<file path="config.mk">
export PLATFORM = sky130hd
export DESIGN_NAME = mem_axi_bridge_flat
export DESIGN_NICKNAME = d
export VERILOG_FILES = /design/src/rtl/mem_axi_bridge_if.sv /design/src/rtl/mem_axi_bridge.sv /design/src/flat_wrapper.sv
export SDC_FILE = /design/constraint.sdc
export NUM_CORES = 1
export LEC_CHECK = 0
export BUFFER_PORTS_ARGS = -buffer_cell sky130_fd_sc_hd__buf_4
export CAP_MARGIN = 5
export CORE_AREA = 2 2 116 118
export CTS_CLUSTER_SIZE = 40
export DETAILED_ROUTE_END_ITERATION = 10
export DIE_AREA = 0 0 118 120
export PLACE_DENSITY = 0.81
export SETUP_SLACK_MARGIN = 0.3
export SLEW_MARGIN = 20
export SYNTH_ARGS = -nofsm -noshare
export SYNTH_HDL_FRONTEND = slang
export SYNTH_SLANG_ARGS = --single-unit
</file>
<file path="constraint.sdc">
create_clock -name clk -period 1.9 [get_ports clk]
set_input_delay 0.285 -clock clk [delete_from_list [all_inputs] [get_ports clk]]
set_output_delay 0.285 -clock clk [all_outputs]
set_load 0.01 [all_outputs]
</file>
<file path="src/rtl/mem_axi_bridge_if.sv">
// axi_if: AXI4 channel bundle (AR/R/AW/W/B) shared by the bridge master and the RAM slave.
interface axi_if #(
  parameter int ADDR_WIDTH = 32,
  parameter int DATA_WIDTH = 32,
  parameter int ID_WIDTH   = 4
);
  logic [ID_WIDTH-1:0]     awid;
  logic [ADDR_WIDTH-1:0]   awaddr;
  logic [7:0]              awlen;
  logic [2:0]              awsize;
  logic [1:0]              awburst;
  logic                    awvalid, awready;
  logic [DATA_WIDTH-1:0]   wdata;
  logic [DATA_WIDTH/8-1:0] wstrb;
  logic                    wlast, wvalid, wready;
  logic [ID_WIDTH-1:0]     bid;
  logic [1:0]              bresp;
  logic                    bvalid, bready;
  logic [ID_WIDTH-1:0]     arid;
  logic [ADDR_WIDTH-1:0]   araddr;
  logic [7:0]              arlen;
  logic [2:0]              arsize;
  logic [1:0]              arburst;
  logic                    arvalid, arready;
  logic [ID_WIDTH-1:0]     rid;
  logic [DATA_WIDTH-1:0]   rdata;
  logic [1:0]              rresp;
  logic                    rlast, rvalid, rready;

  modport master (
    output awid, awaddr, awlen, awsize, awburst, awvalid, input awready,
    output wdata, wstrb, wlast, wvalid, input wready,
    input  bid, bresp, bvalid, output bready,
    output arid, araddr, arlen, arsize, arburst, arvalid, input arready,
    input  rid, rdata, rresp, rlast, rvalid, output rready
  );

  modport slave (
    input  awid, awaddr, awlen, awsize, awburst, awvalid, output awready,
    input  wdata, wstrb, wlast, wvalid, output wready,
    output bid, bresp, bvalid, input bready,
    input  arid, araddr, arlen, arsize, arburst, arvalid, output arready,
    output rid, rdata, rresp, rlast, rvalid, input rready
  );
endinterface

</file>
<file path="src/rtl/mem_axi_bridge.sv">
// mem_axi_bridge: single-outstanding load/store port to AXI4 single-beat master.
// Optional address window check enabled by defining MEM_AXI_RANGE_CHECK_EN.
module mem_axi_bridge #(
  parameter int          DATA_WIDTH = 32,
  parameter logic [31:0] START_ADDR = 32'h8000_0000,
  parameter int          DATA_SIZE  = 4096
) (
  input  logic                  clk,
  input  logic                  rst,
  input  logic                  req_valid,
  output logic                  req_ready,
  input  logic                  req_we,
  input  logic [31:0]           req_addr,
  input  logic [3:0]            req_wstrb,
  input  logic [DATA_WIDTH-1:0] req_wdata,
  output logic                  resp_valid,
  input  logic                  resp_ready,
  output logic [DATA_WIDTH-1:0] resp_rdata,
  output logic                  resp_err,
  axi_if.master                 m_axi
);
  typedef enum logic [2:0] {S_IDLE, S_AR, S_R, S_AW, S_W, S_B, S_RESP} state_t;

  typedef struct packed {
    logic                  we;
    logic [29:0]           waddr;
    logic [3:0]            wstrb;
    logic [DATA_WIDTH-1:0] wdata;
  } req_t;

  state_t                state, state_n;
  req_t                  req_q;
  logic [DATA_WIDTH-1:0] rdata_q;
  logic                  err_q, range_err, acc, r_hs, b_hs;
  logic                  ar_on, aw_on, w_on;

  assign acc  = req_valid && req_ready;
  assign r_hs = m_axi.rvalid && m_axi.rready;
  assign b_hs = m_axi.bvalid && m_axi.bready;

`ifdef MEM_AXI_RANGE_CHECK_EN
  // 33-bit compare so a window ending at 2^32 does not wrap.
  localparam logic [32:0] END_ADDR = {1'b0, START_ADDR} + 33'(4 * DATA_SIZE);
  assign range_err = ({1'b0, req_addr} < {1'b0, START_ADDR}) || ({1'b0, req_addr} >= END_ADDR);
`else
  assign range_err = 1'b0;
`endif

  always_ff @(posedge clk) begin
    if (rst) begin
      state   <= S_IDLE;
      req_q   <= '0;
      rdata_q <= '0;
      err_q   <= 1'b0;
    end else begin
      state <= state_n;
      if (acc) begin
        req_q   <= '{we: req_we, waddr: req_addr[31:2], wstrb: req_wstrb, wdata: req_wdata};
        rdata_q <= '0;
        err_q   <= range_err;
      end
      if (r_hs) begin
        rdata_q <= m_axi.rdata;
        err_q   <= (m_axi.rresp != 2'b00);
      end
      if (b_hs) begin
        rdata_q <= '0;
        err_q   <= (m_axi.bresp != 2'b00);
      end
    end
  end

  always_comb begin
    state_n      = state;
    req_ready    = 1'b0;
    resp_valid   = 1'b0;
    ar_on        = 1'b0;
    aw_on        = 1'b0;
    w_on         = 1'b0;
    m_axi.rready = 1'b0;
    m_axi.bready = 1'b0;
    unique case (state)
      S_IDLE: begin
        req_ready = 1'b1;
        if (req_valid) state_n = range_err ? S_RESP : (req_we ? S_AW : S_AR);
      end
      S_AR:   begin ar_on = 1'b1;        if (m_axi.arready) state_n = S_R;    end
      S_R:    begin m_axi.rready = 1'b1; if (m_axi.rvalid)  state_n = S_RESP; end
      S_AW:   begin aw_on = 1'b1;        if (m_axi.awready) state_n = S_W;    end
      S_W:    begin w_on = 1'b1;         if (m_axi.wready)  state_n = S_B;    end
      S_B:    begin m_axi.bready = 1'b1; if (m_axi.bvalid)  state_n = S_RESP; end
      S_RESP: begin resp_valid = 1'b1;   if (resp_ready)    state_n = S_IDLE; end
      default: state_n = S_IDLE;
    endcase
  end

  // Address/data fields are zeroed whenever their valid is low.
  assign m_axi.arvalid = ar_on;
  assign m_axi.arid    = '0;
  assign m_axi.araddr  = ar_on ? {req_q.waddr, 2'b00} : '0;
  assign m_axi.arlen   = 8'd0;
  assign m_axi.arsize  = ar_on ? 3'b010 : 3'b000;
  assign m_axi.arburst = ar_on ? 2'b01 : 2'b00;

  assign m_axi.awvalid = aw_on;
  assign m_axi.awid    = '0;
  assign m_axi.awaddr  = aw_on ? {req_q.waddr, 2'b00} : '0;
  assign m_axi.awlen   = 8'd0;
  assign m_axi.awsize  = aw_on ? 3'b010 : 3'b000;
  assign m_axi.awburst = aw_on ? 2'b01 : 2'b00;

  assign m_axi.wvalid  = w_on;
  assign m_axi.wlast   = w_on;
  assign m_axi.wdata   = w_on ? req_q.wdata : '0;
  assign m_axi.wstrb   = w_on ? req_q.wstrb : '0;

  assign resp_rdata = resp_valid ? rdata_q : '0;
  assign resp_err   = resp_valid && err_q;

  logic unused_ok;
  assign unused_ok = ^{m_axi.bid, m_axi.rid, m_axi.rlast, req_addr[1:0], START_ADDR, 32'(DATA_SIZE)};
endmodule
</file>
<file path="src/flat_wrapper.sv">
// flat-port wrapper written by rule: the top's interface ports become plain ports
module mem_axi_bridge_flat 
#(
  parameter int          DATA_WIDTH = 32,
  parameter logic [31:0] START_ADDR = 32'h8000_0000,
  parameter int          DATA_SIZE  = 4096
)
  (clk, rst, req_valid, req_ready, req_we, req_addr, req_wstrb, req_wdata, resp_valid, resp_ready, resp_rdata, resp_err, m_axi_awid, m_axi_awaddr, m_axi_awlen, m_axi_awsize, m_axi_awburst, m_axi_awvalid, m_axi_awready, m_axi_wdata, m_axi_wstrb, m_axi_wlast, m_axi_wvalid, m_axi_wready, m_axi_bid, m_axi_bresp, m_axi_bvalid, m_axi_bready, m_axi_arid, m_axi_araddr, m_axi_arlen, m_axi_arsize, m_axi_arburst, m_axi_arvalid, m_axi_arready, m_axi_rid, m_axi_rdata, m_axi_rresp, m_axi_rlast, m_axi_rvalid, m_axi_rready);
  axi_if #(.DATA_WIDTH(DATA_WIDTH)) m_axi_i ();
  input  logic clk;
  input  logic rst;
  input  logic req_valid;
  output logic req_ready;
  input  logic req_we;
  input  logic [31:0] req_addr;
  input  logic [3:0] req_wstrb;
  input  logic [DATA_WIDTH-1:0] req_wdata;
  output logic resp_valid;
  input  logic resp_ready;
  output logic [DATA_WIDTH-1:0] resp_rdata;
  output logic resp_err;
  output wire logic [$bits(m_axi_i.awid)-1:0] m_axi_awid;
  output wire logic [$bits(m_axi_i.awaddr)-1:0] m_axi_awaddr;
  output wire logic [$bits(m_axi_i.awlen)-1:0] m_axi_awlen;
  output wire logic [$bits(m_axi_i.awsize)-1:0] m_axi_awsize;
  output wire logic [$bits(m_axi_i.awburst)-1:0] m_axi_awburst;
  output wire logic [$bits(m_axi_i.awvalid)-1:0] m_axi_awvalid;
  input wire logic [$bits(m_axi_i.awready)-1:0] m_axi_awready;
  output wire logic [$bits(m_axi_i.wdata)-1:0] m_axi_wdata;
  output wire logic [$bits(m_axi_i.wstrb)-1:0] m_axi_wstrb;
  output wire logic [$bits(m_axi_i.wlast)-1:0] m_axi_wlast;
  output wire logic [$bits(m_axi_i.wvalid)-1:0] m_axi_wvalid;
  input wire logic [$bits(m_axi_i.wready)-1:0] m_axi_wready;
  input wire logic [$bits(m_axi_i.bid)-1:0] m_axi_bid;
  input wire logic [$bits(m_axi_i.bresp)-1:0] m_axi_bresp;
  input wire logic [$bits(m_axi_i.bvalid)-1:0] m_axi_bvalid;
  output wire logic [$bits(m_axi_i.bready)-1:0] m_axi_bready;
  output wire logic [$bits(m_axi_i.arid)-1:0] m_axi_arid;
  output wire logic [$bits(m_axi_i.araddr)-1:0] m_axi_araddr;
  output wire logic [$bits(m_axi_i.arlen)-1:0] m_axi_arlen;
  output wire logic [$bits(m_axi_i.arsize)-1:0] m_axi_arsize;
  output wire logic [$bits(m_axi_i.arburst)-1:0] m_axi_arburst;
  output wire logic [$bits(m_axi_i.arvalid)-1:0] m_axi_arvalid;
  input wire logic [$bits(m_axi_i.arready)-1:0] m_axi_arready;
  input wire logic [$bits(m_axi_i.rid)-1:0] m_axi_rid;
  input wire logic [$bits(m_axi_i.rdata)-1:0] m_axi_rdata;
  input wire logic [$bits(m_axi_i.rresp)-1:0] m_axi_rresp;
  input wire logic [$bits(m_axi_i.rlast)-1:0] m_axi_rlast;
  input wire logic [$bits(m_axi_i.rvalid)-1:0] m_axi_rvalid;
  output wire logic [$bits(m_axi_i.rready)-1:0] m_axi_rready;
  assign m_axi_awid = m_axi_i.awid;
  assign m_axi_awaddr = m_axi_i.awaddr;
  assign m_axi_awlen = m_axi_i.awlen;
  assign m_axi_awsize = m_axi_i.awsize;
  assign m_axi_awburst = m_axi_i.awburst;
  assign m_axi_awvalid = m_axi_i.awvalid;
  assign m_axi_i.awready = m_axi_awready;
  assign m_axi_wdata = m_axi_i.wdata;
  assign m_axi_wstrb = m_axi_i.wstrb;
  assign m_axi_wlast = m_axi_i.wlast;
  assign m_axi_wvalid = m_axi_i.wvalid;
  assign m_axi_i.wready = m_axi_wready;
  assign m_axi_i.bid = m_axi_bid;
  assign m_axi_i.bresp = m_axi_bresp;
  assign m_axi_i.bvalid = m_axi_bvalid;
  assign m_axi_bready = m_axi_i.bready;
  assign m_axi_arid = m_axi_i.arid;
  assign m_axi_araddr = m_axi_i.araddr;
  assign m_axi_arlen = m_axi_i.arlen;
  assign m_axi_arsize = m_axi_i.arsize;
  assign m_axi_arburst = m_axi_i.arburst;
  assign m_axi_arvalid = m_axi_i.arvalid;
  assign m_axi_i.arready = m_axi_arready;
  assign m_axi_i.rid = m_axi_rid;
  assign m_axi_i.rdata = m_axi_rdata;
  assign m_axi_i.rresp = m_axi_rresp;
  assign m_axi_i.rlast = m_axi_rlast;
  assign m_axi_i.rvalid = m_axi_rvalid;
  assign m_axi_rready = m_axi_i.rready;
  mem_axi_bridge #(.DATA_WIDTH(DATA_WIDTH), .START_ADDR(START_ADDR), .DATA_SIZE(DATA_SIZE)) u_core (.clk(clk), .rst(rst), .req_valid(req_valid), .req_ready(req_ready), .req_we(req_we), .req_addr(req_addr), .req_wstrb(req_wstrb), .req_wdata(req_wdata), .resp_valid(resp_valid), .resp_ready(resp_ready), .resp_rdata(resp_rdata), .resp_err(resp_err), .m_axi(m_axi_i));
endmodule
</file>
## Yosys cells after proc, flatten, opt, wreduce, memory -nomap -nowiden

Cells that the tools add are included.

| word-level totals | value |
|---|---|
| register bits after elaboration | 102 |
| input port bits | 123 |
| output and inout port bits | 175 |

| cells by class | value |
|---|---|
| equal/unequal tests | 13 |
| muxes and demuxes | 30 |
| reduce and logical (&&, ||, !) cells | 11 |

Operators by type and width:

| operator | count |
|---|---|
| 32-bit two-way mux | 6 |
| 3-bit two-way mux | 7 |
| 3-bit case mux with 7 select lines | 1 |
| 2-bit != test (second input constant) | 7 |
| 1-bit two-way mux | 12 |
| 3-bit equality test (second input constant) | 3 |
| 7-bit AND reduction | 1 |
| 3-bit by 2-bit equality test with 1-bit output (second input constant) | 2 |
| 2-bit two-way mux | 3 |
| 2-bit nonzero test | 3 |
| 1-bit logical AND | 4 |
| 4-bit two-way mux | 1 |
| 3-bit by 1-bit equality test with 1-bit output (second input constant) | 1 |
| 3-bit logical NOT | 1 |
| 3-bit nonzero test | 1 |
| 2-bit OR reduction | 1 |

## Longest topological paths before layout

Gate-level depths: netlist of run 1.

| logic depth | value |
|---|---|
| depth after elaboration | 6 |
| depth in mapped cells | 7 |

## Least setup slack after synthesis of run 1

No wires, ideal clock.

| timing | value |
|---|---|
| path type | flip-flop to output port |
| start | reg u_core.state[1] |
| end | out m_axi_araddr[10] |
| data arrival time | 1439 ps |
| data required time | 1615 ps |
| slack | 176 ps |
| stages on the path, launching flop included | 6 |
| path buffers | 3 |
| cells stage by stage | dfxtp_1 -> buf_2 -> buf_2 -> nor3b_1 -> clkbuf_1 -> and2_1 |

| on the way | value |
|---|---|
| word-level cells in the longest chain between the ends | 3 |

Ends and longest elaborated chain:

| element | RTL line | RTL |
|---|---|---|
| start: declaration | mem_axi_bridge.sv:31 | `state_t state, state_n;` |
| start signal: assignment | mem_axi_bridge.sv:56 | `state <= state_n;` |
| 3-bit by 1-bit equality test with 1-bit output | mem_axi_bridge.sv:82 | `unique case (state)` |
| 1-bit two-way mux | mem_axi_bridge.sv:82 |  |
| net m_axi_arvalid | flat_wrapper.sv:43 | `output wire logic [$bits(m_axi_i.arvalid)-1:0] m_axi_arvalid;` |
| 32-bit two-way mux | mem_axi_bridge.sv:100 | `assign m_axi.araddr = ar_on ? {req_q.waddr, 2'b00} : '0;` |
| end: declaration | flat_wrapper.sv:39 | `output wire logic [$bits(m_axi_i.araddr)-1:0] m_axi_araddr;` |

The timed path passes the listed nets, and every way through them passes these cells.

## Final worst setup path of run 1

| timing | value |
|---|---|
| start | reg u_core.state[1] |
| end | out m_axi_awaddr[15] |

| on the way | value |
|---|---|
| word-level cells in the longest chain between the ends | 3 |

Ends and longest elaborated chain:

| element | RTL line | RTL |
|---|---|---|
| 3-bit by 2-bit equality test with 1-bit output | mem_axi_bridge.sv:82 |  |
| 1-bit two-way mux | mem_axi_bridge.sv:82 |  |
| 32-bit two-way mux | mem_axi_bridge.sv:107 | `assign m_axi.awaddr = aw_on ? {req_q.waddr, 2'b00} : '0;` |
| end: declaration | flat_wrapper.sv:23 | `output wire logic [$bits(m_axi_i.awaddr)-1:0] m_axi_awaddr;` |

No other way between the ends.

==> flow_summary.json, run 1 <==
{
  "status": "finished with violations",
  "violations": "setup timing",
  "gr-usage-all-layers_pct": 22.7,
  "setup_viol_count_final": 12,
  "fin_cells": 1111,
  "max_stage_delay_ns": 0.38,
  "power_mw": 6.55,
  "fmax_ghz": 0.517,
  "synth_area_mm2": 0.00499,
  "cap_viol_max_count": 0,
  "crit_path_top_delay_cell": "dfxtp_4",
  "via_count": 5432,
  "clkLatencyLatePin_ns": 0.34,
  "p_per_area_mw_per_mm2": 725,
  "synthFlopType": "dfxtp_1",
  "area_growth_pct": 81.3,
  "crit_family": "simple AND/OR/NAND/NOR gates",
  "post-place-ws_ns": 0.238,
  "cts-htree-levels": 3,
  "antenna_found_initial": 0,
  "vias_per_cell": 4.89,
  "synth_seq_cells": 102,
  "finalMaxSlewViolations": 0,
  "die_w_um": 118,
  "final-hold-violation-count": 0,
  "start_kind": "flop",
  "core-area_mm2": 0.0130,
  "ys_seq_area_share_pct": 41.0,
  "final_antenna_net_count": 0,
  "die_h_um": 120,
  "synth_edf_count": 0,
  "drc": 0,
  "clockBufferDepth": 2,
  "min_path_type": "in -> reg",
  "endpoint_kind": "primary output",
  "setup_ws_ns": -0.0331,
  "worstPathCellList": "inv_1 > nor3b_2 > buf_12 > and2_1 > buf_4",
  "nFillCells": 946,
  "clkTransAtPathRegs_ns": 0.07,
  "rrSetupSlack_ns": 0.04,
  "async_flop_share_pct": 0,
  "avgSynthCellArea_um2": 7.53,
  "cts_tree": "done",
  "crit_type": "reg -> out",
  "placed_area_mm2": 0.00693,
  "yosysWarnings": 0,
  "io-pin-count": 298,
  "cts-root-buf": "clkbuf_16",
  "dp_cells": 1050,
  "drt-pass1-iter-count": 4,
  "final_nets": 1054,
  "rsz0062_at_grt": "yes",
  "start_util_pct": 38.4,
  "post-route-period-util_pct": 102,
  "dieArea_mm2": 0.0142,
  "drive_above_1_share_pct": 54.9,
  "ir_worst_vdd_mv": 0.505,
  "holdBufCountCts": 0,
  "cts.sinks": 102,
  "leakagePower_nw": 4.02,
  "grt_pass1_wl_um": 25400,
  "numCtsBuffers": 9,
  "tightest_slew_ns": 0.594,
  "netlist_instances": 662,
  "n_antenna_cell": 0,
  "grt_overflow_total": 0,
  "routedWlPerCell_um": 17.3,
  "path_max_fanout": 33,
  "initialDrtViolationCount": 346,
  "final_core_util_pct": 69.6,
  "fin_crit_ns": 1.93,
  "rows": 42,
  "dp_hpwl_um": 10200,
  "totalWireLength_um": 19200,
  "finClkSkew_ns": 0.00284,
  "grt_pass1_vias": 4961,
  "critPathBufInv": 3,
  "place_congestion": 0.772,
  "io_buffers": 252,
  "yosysUniqueCellTypes": 34,
  "crit_required_ns": 1.62,
  "relSlewSlack_pct": 60.4,
  "fin_area_mm2": 0.00904,
  "grt_max_degree": 42,
  "worstPathArrival_ns": 1.65
}
==> stage by stage <==
step | hold WS [ns] | setup TNS, ns
3_5_place_dp | 0.442 | 0
5_1_grt | 0.184 | -4.12
4_1_cts | 0.171 | 0
3_3_place_gp | 0.437 | 0
6_report | 0.186 | -0.147
2_1_floorplan | 0.421 | 0
==> synth_stat cells (2+ instances only) <==
library cell,n,area [um^2]
nand2_1,166,623
and2_1,129,807
dfxtp_1,102,2040
a21oi_1,101,505
buf_4,43,323
clkbuf_1,35,131
nand3_1,32,160
buf_2,10,50.1
buf_6,5,56.3
mux2i_1,4,40.0
nand2b_1,3,18.8
nor2_1,3,11.3
nor3_1,3,15.0
o21ai_0,3,15.0
or3_1,3,18.8
nor3b_1,2,15.0
==> logic make-up (layout without fill, tap and decap cells) <==
family                 after synthesis  count (layout)  share of synthesized area [%]
buffers and inverters               95             335                           11.4
AND/OR/NAND/NOR                    348             348                           35.0
flip-flops                         102             102                           41.0
other                                1              34                         0.0752
AO/OA/AOI/OAI                      111             111                           11.6
multiplexers                         5               5                           1.03
==> registers in the layout, summed over array words and instances (netlist names) <==
register	cells
u_core.state	3
u_core.req_q	66
u_core.rdata_q	32
u_core.err_q	1
==> final timing paths <==
| path | start | endpoint | cells past startpoint |
|---|---|---|---|
| worst max-delay path | u_core.state[1] | m_axi_awaddr[15] | 5 |
| worst min-delay path | req_wdata[12] | u_core.req_q[12] | 3 |
| worst max register to register | u_core.state[1] | u_core.req_q[26] | 8 |
| worst min register to register | u_core.rdata_q[19] | u_core.rdata_q[19] | 2 |
==> layer usage <==
metal | up-vias | routed length [um] | part of all wire, % | track usage, %
met3 | 34 | 1080 | 5.6 | 5.70
met5 | - | 0 | 0 | 0
met1 | 2580 | 7630 | 40 | 25.9
met2 | 218 | 10000 | 52 | 40.3
li1 | 2600 | - | - | -
met4 | 0 | 444 | 2.3 | 9.41
==> where the power goes <==
group,internal (mW),switching (mW),leakage [nW]
clock,0.954,0.790,0.133
combinational,1.19,1.12,3.05
sequential,2.33,0.170,0.834
==> cell type report <==
cell class              instances  area [um^2]  area share [%]
clock inverters                 1         5.00          0.0554
multi-input cells             498         3360            37.2
flip-flops and latches        102         2050            22.7
repair buffers                319         3140            34.7
inverters                       1         3.75          0.0415
clock buffers                  14          264            2.92
well taps                     176          220            2.44
==> worst reg2reg max path, cell delays in order (launching register included) <==
cell and delay (ns):
dfxtp_4 0.37, buf_6 0.13, buf_8 0.12, or4b_4 0.57
buf_6 0.16, buf_6 0.11, buf_16 0.15, nand2_1 0.07
a21oi_1 0.06
==> timing repair <==
item	CTS	global route
gates resized for setup	100	214
buffers inserted	18	6
pin swaps	14	129
endpoints found under the setup margin	238	241
gates cloned	10	12
==> placed cells by master, fill, tap and decap left out, drive strengths merged, types with 2 or more instances in the layout <==
master  instances
a21oi         101
and2          129
buf           309
clkbuf         24
conb           34
dfxtp         102
mux2i           4
nand2         166
nand2b          3
nand3          32
nor2            3
nor3            3
nor3b           2
o21ai           3
or3             3
Note: power is estimated with default switching activity, not from simulation.
==> run 2, diff against run 1 <==
Settings changed: CAP_MARGIN 5 to 20, CORE_AREA 2 2 116 118 to unset, CORE_MARGIN set to 2, CORE_UTILIZATION set to 35, DIE_AREA 0 0 118 120 to unset, PLACE_DENSITY 0.81 to 0.75.
==> run 2 against run 1 <==
Net effect: largest power group unchanged; clock-buffer cell count is 1 lower; final cell count is 0.36% higher; critical path depth grew 2; hold slack got worse by 0.0044 ns; the run still ends with setup timing left; first-iteration DRC count down 5.8%; wire length down 2.6%; largest cell class is now buffers; global-route usage decreased by 3.2 points; cell area down 5.2%; critical path type unchanged.
==> flow_summary.json, run 2 (synthesized netlist as in run 1, its figures left out) <==
{
  "cts-root-buf": "clkbuf_16",
  "fin_crit_ns": 1.98,
  "min_path_type": "in -> reg",
  "grt_max_degree": 67,
  "endpoint_kind": "primary output",
  "crit_family": "buffers and inverters",
  "critPathBufInv": 5,
  "hold_path.startpoint": "req_wdata[11]",
  "final_cell_mix": "195 x buf_4, 152 x nand2_1, 99 x dfxtp_1",
  "tightest_slew_ns": 0.516,
  "n_antenna_cell": 0,
  "seqCellArea_mm2": 0.00205,
  "io_buffers": 252,
  "rrSetupSlack_ns": 0.22,
  "routedWlPerCell_um": 16.7,
  "crit_required_ns": 1.62,
  "post-route-period-util_pct": 104,
  "largestRegisters": "u_core.req_q: 66 flops, u_core.rdata_q: 32 flops, u_core.state: 3 flops",
  "crit_path_top_delay_cell": "dfxtp_2",
  "ir_worst_vdd_mv": 0.475,
  "cts_tree": "done",
  "initialDrtViolationCount": 326,
  "leakagePower_nw": 3.86,
  "highest_layer": "met4",
  "clkTransAtPathRegs_ns": 0.07,
  "clockBufferDepth": 2,
  "worstPathArrival_ns": 1.69,
  "start_util_pct": 35.9,
  "gr-usage-all-layers_pct": 19.4,
  "met2WireLength_um": 9070,
  "crit_top_cell": "buf_6",
  "ff2ff_path_depth": 9,
  "die_w_um": 123,
  "p_per_area_mw_per_mm2": 714,
  "vias_per_cell": 4.77,
  "final-hold-violation-count": 0,
  "setup_ws_ns": -0.0779,
  "largest_reg_flops": 66,
  "cts-htree-levels": 3,
  "fin_cells": 1115,
  "clkLatencyLatePin_ns": 0.34,
  "nFillCells": 1238,
  "totalWireLength_um": 18700,
  "multiInputGateArea_mm2": 0.00291,
  "wl_met3_um": 1500,
  "rows": 43,
  "path_max_fanout": 8,
  "die_h_um": 123,
  "place_congestion": 0.827,
  "finClkSkew_ns": 0.00520,
  "cts.sinks": 102,
  "fmax_ghz": 0.506,
  "holdPathStages": 3,
  "met1_length_um": 7910,
  "grt_pass1_vias": 4494,
  "area_growth_pct": 71.9,
  "finalMaxSlewViolations": 0,
  "grt_pass1_wl_um": 23100,
  "violations": "setup timing",
  "top_register": "u_core.req_q",
  "cap_viol_max_count": 0,
  "reg2reg_to": "u_core.req_q[29]",
  "numCtsBuffers": 9,
  "antenna_found_initial": 0,
  "final_antenna_net_count": 0,
  "dp_hpwl_um": 10100,
  "via_count": 5319,
  "tns_ns": -1.76,
  "final_nets": 1053,
  "worstPathCellList": "buf_6 > clkinvlp_4 > nor3b_4 > buf_6 > clkbuf_16 > and2_1 > buf_4",
  "final_common_cell": "buf_4",
  "drive_above_1_share_pct": 47.3,
  "relSlewSlack_pct": 65.6,
  "core-area_mm2": 0.0139,
  "max_stage_delay_ns": 0.33,
  "drc": 0,
  "setup_viol_count_final": 42,
  "rsz0062_at_grt": "yes",
  "dp_cells": 1052,
  "grt_overflow_total": 0,
  "crit_type": "reg -> out",
  "dieArea_mm2": 0.0152,
  "holdBufCountCts": 0,
  "hold_path_end": "u_core.req_q[11]",
  "start_kind": "flop",
  "io-pin-count": 298,
  "timing.rr.start": "u_core.state[1]",
  "drt-pass1-iter-count": 5,
  "status": "finished with violations"
}
-- run 2: layer usage --
metal	up-vias	GRT usage, %
met3	12	6.55
met1	2492	23.6
met2	211	33.1
li1	2604	-
met4	0	4.55
met5	-	0
-- run 2: repair_timing --
item | CTS | global route
pin swaps | 35 | 34
cloned | 7 | 21
gates resized for setup | 142 | 91
endpoints found under the setup margin | 140 | 188
setup buffers | 10 | 9
-- run 2: area by class of cell --
class / count / area share [%]
Timing Repair Buffer: 316 / 36.4
Clock inverter: 3 / 0.248
Inverter: 1 / 0.0876
Sequential cell: 102 / 23.9
Tap cell: 180 / 2.63
Clock buffer: 13 / 2.80
Multi-Input combinational cell: 500 / 34.0
-- run 2: worst min-delay path: cells and delay by family --
kind                   cells  cell delay (ns)
AOI/OAI and AO/OA          1             0.04
buffers and inverters      1             0.11
and+or+nand+nor            1             0.05
-- run 2: power by group --
group / switching [mW] / internal (mW)
clock network: 0.807 / 0.892
registers: 0.114 / 2.33
logic: 0.983 / 0.993
total: 1.90 / 4.21
-- run 2: worst max path at each step --
stage | cells past startpoint | slack, ns | start | end
floorplan | 5 | 0.29 | u_core.state[2] | m_axi_wdata[22]
global placement | 6 | 0.28 | u_core.state[1] | m_axi_awaddr[6]
detailed placement | 6 | 0.25 | u_core.state[1] | m_axi_awaddr[27]
CTS | 7 | -0.06 | u_core.state[1] | m_axi_awaddr[31]
global route | 7 | -0.14 | u_core.state[1] | m_axi_awaddr[16]
finish | 7 | -0.08 | u_core.state[1] | m_axi_awaddr[16]
-- run 2: metrics by stage --
stage               hold slack, ns  area (um^2)  worst slack [ns]  total power [mW]  util (%)
floorplan                    0.421         5120             0.289              3.24         -
global placement             0.437         6900             0.279              3.66      49.7
detailed placement           0.442         6900             0.251              3.69      49.7
CTS                          0.171         7790           -0.0561              5.56      56.1
global route                 0.173         8570            -0.136              6.40      61.7
finish                       0.181         8570           -0.0779              6.12      61.7
==> run 3, diff against run 2 <==
==> constraint.sdc (replaced) <==
create_clock -name clk -period 1.9 [get_ports clk]
set_input_delay 0.38 -clock clk [delete_from_list [all_inputs] [get_ports clk]]
set_output_delay 0.38 -clock clk [all_outputs]
set_load 0.01 [all_outputs]
==> run 3 against run 2 <==
Net effect: the run still ends with setup timing left; core utilization rose by 3.8 points; non-clock buffer count rose by 9; hold slack improved by 0.089 ns; clock power rose by 18%; first-iteration DRC count fell by 39%.
==> flow_summary.json, run 3 (synthesized netlist as in run 1, its figures left out) <==
{
  "status": "finished with violations",
  "violations": "setup timing",
  "holdBufCountCts": 0,
  "fin_area_mm2": 0.00910,
  "min_path_type": "in -> reg",
  "rows": 43,
  "crit_family": "simple AND/OR/NAND/NOR gates",
  "setup.worst_path.start": "u_core.state[0]",
  "largestRegisters": "u_core.req_q: 66 flops, u_core.rdata_q: 32 flops, u_core.state: 3 flops",
  "endpoint_kind": "primary output",
  "numCtsBuffers": 9,
  "crit_path_top_delay_cell": "dfxtp_4",
  "final-hold-violation-count": 0,
  "cap_viol_max_count": 0,
  "core-area_mm2": 0.0139,
  "post-place-ws_ns": 0.145,
  "drt-pass1-iter-count": 4,
  "nFillCells": 1137,
  "start_kind": "flop",
  "final_cell_mix": "214 x buf_4, 137 x nand2_1, 99 x dfxtp_1",
  "area_growth_pct": 82.6,
  "cts-root-buf": "clkbuf_16",
  "finClkSkew_ns": 0.00635,
  "grt_max_degree": 44,
  "crit_required_ns": 1.52,
  "io_buffers": 252,
  "clkLatencyLatePin_ns": 0.35,
  "hold_path.startpoint": "req_wdata[11]",
  "die_h_um": 123,
  "die_w_um": 123,
  "drc": 0,
  "top_register": "u_core.req_q",
  "via_count": 5375,
  "grt_pass1_wl_um": 25200,
  "path_max_fanout": 9,
  "place_congestion": 0.777,
  "p_per_area_mw_per_mm2": 741,
  "final_common_cell": "buf_4",
  "worstPathCellList": "nand2b_4 > nor2_4 > buf_6 > buf_16 > and2_1 > buf_4",
  "clkTransAtPathRegs_ns": 0.07,
  "grt_overflow_total": 0,
  "worstPathArrival_ns": 1.57,
  "start_util_pct": 35.9,
  "cts.sinks": 102,
  "placed_area_mm2": 0.00692,
  "fin_crit_ns": 1.95,
  "grt_pass1_vias": 4717,
  "largest_reg_flops": 66,
  "timing.rr.start": "u_core.state[1]",
  "final_antenna_net_count": 0,
  "antenna_found_initial": 0,
  "cts-htree-levels": 3,
  "clockBufferDepth": 2,
  "final_nets": 1060,
  "rsz0062_at_grt": "yes",
  "relSlewSlack_pct": 63.2,
  "finalMaxSlewViolations": 0,
  "gr-usage-all-layers_pct": 21.7,
  "io-pin-count": 298,
  "setup_viol_count_final": 52,
  "dp_hpwl_um": 10100,
  "critPathBufInv": 3,
  "setup_ws_ns": -0.0469,
  "leakagePower_nw": 3.99,
  "vias_per_cell": 4.79,
  "max_stage_delay_ns": 0.37,
  "routedWlPerCell_um": 17.2,
  "cts_tree": "done",
  "crit_type": "reg -> out",
  "tightest_slew_ns": 0.552,
  "post-route-period-util_pct": 102,
  "ir_worst_vdd_mv": 0.600,
  "initialDrtViolationCount": 198,
  "fmax_ghz": 0.514,
  "drive_above_1_share_pct": 53.1,
  "totalWireLength_um": 19300,
  "dieArea_mm2": 0.0152
}
-- run 3: path summary, 6_finish.rpt --
| path | end | slack, ns | cells after the start |
|---|---|---|---|
| max reg2reg | u_core.req_q[15] | 0.05 | 10 |
| min reg2reg | u_core.req_q[2] | 0.45 | 2 |
| max | m_axi_wdata[13] | -0.05 | 6 |
| min | u_core.req_q[11] | 0.27 | 3 |
-- run 3: timing repair --
| action | 4_1_cts | 5_1_grt |
|---|---|---|
| gates resized for setup | 63 | 217 |
| gates cloned | 14 | 12 |
| pin swaps | 21 | 55 |
| buffers inserted | 16 | 12 |
| endpoints found under the setup margin | 229 | 241 |
-- run 3: worst reg2reg max path, cell delays in order, from the launching register on --
cell and delay, ns:
dfxtp_4 0.37, buf_4 0.14, buf_6 0.11, buf_6 0.10, buf_6 0.12, nor4b_4 0.26, buf_6 0.21, buf_12 0.13
buf_12 0.15, nand2_2 0.07, a21oi_2 0.12
-- run 3: cell type report --
| cell class | count | area, um^2 | area share [%] |
|---|---|---|---|
| clock inverters | 3 | 67.6 | 0.742 |
| multi-input cells | 498 | 3140 | 34.5 |
| well taps | 180 | 225 | 2.47 |
| repair buffers | 325 | 3350 | 36.8 |
| diodes | 1 | 2.50 | 0.0275 |
| flip-flops and latches | 102 | 2050 | 22.6 |
| clock buffers | 12 | 256 | 2.82 |
| inverters | 1 | 8.76 | 0.0962 |
-- run 3: per-stage QoR --
| step | hold WS, ns | setup TNS (ns) | cells | utilization, % | total power [mW] |
|---|---|---|---|---|---|
| floorplan | 0.432 | 0 | 695 | - | 3.25 |
| global placement | 0.437 | 0 | 1052 | 49.8 | 3.67 |
| detailed placement | 0.442 | 0 | 1052 | 49.8 | 3.69 |
| CTS | 0.264 | -1.40 | 1097 | 57.0 | 6.26 |
| global route | 0.268 | -6.66 | 1121 | 65.6 | 7.02 |
| finish | 0.270 | -1.11 | 1122 | 65.6 | 6.74 |
-- run 3: power by group --
| group | total (mW) | switching (mW) | leakage [nW] | internal [mW] |
|---|---|---|---|---|
| Sequential | 2.47 | 0.140 | 0.834 | 2.33 |
| Combinational | 2.28 | 1.08 | 3.00 | 1.20 |
| Clock | 2.00 | 0.780 | 0.155 | 1.22 |
| Total | 6.74 | 1.99 | 3.99 | 4.75 |
-- run 3: layer usage --
| metal | up-vias | share of wire [%] | global-route usage [%] |
|---|---|---|---|
| met5 | - | 0 | 0 |
| met4 | 0 | 2.2 | 6.89 |
| met3 | 29 | 7.1 | 6.46 |
| met2 | 189 | 51 | 37.9 |
| met1 | 2542 | 39 | 25.5 |
| li1 | 2615 | - | - |
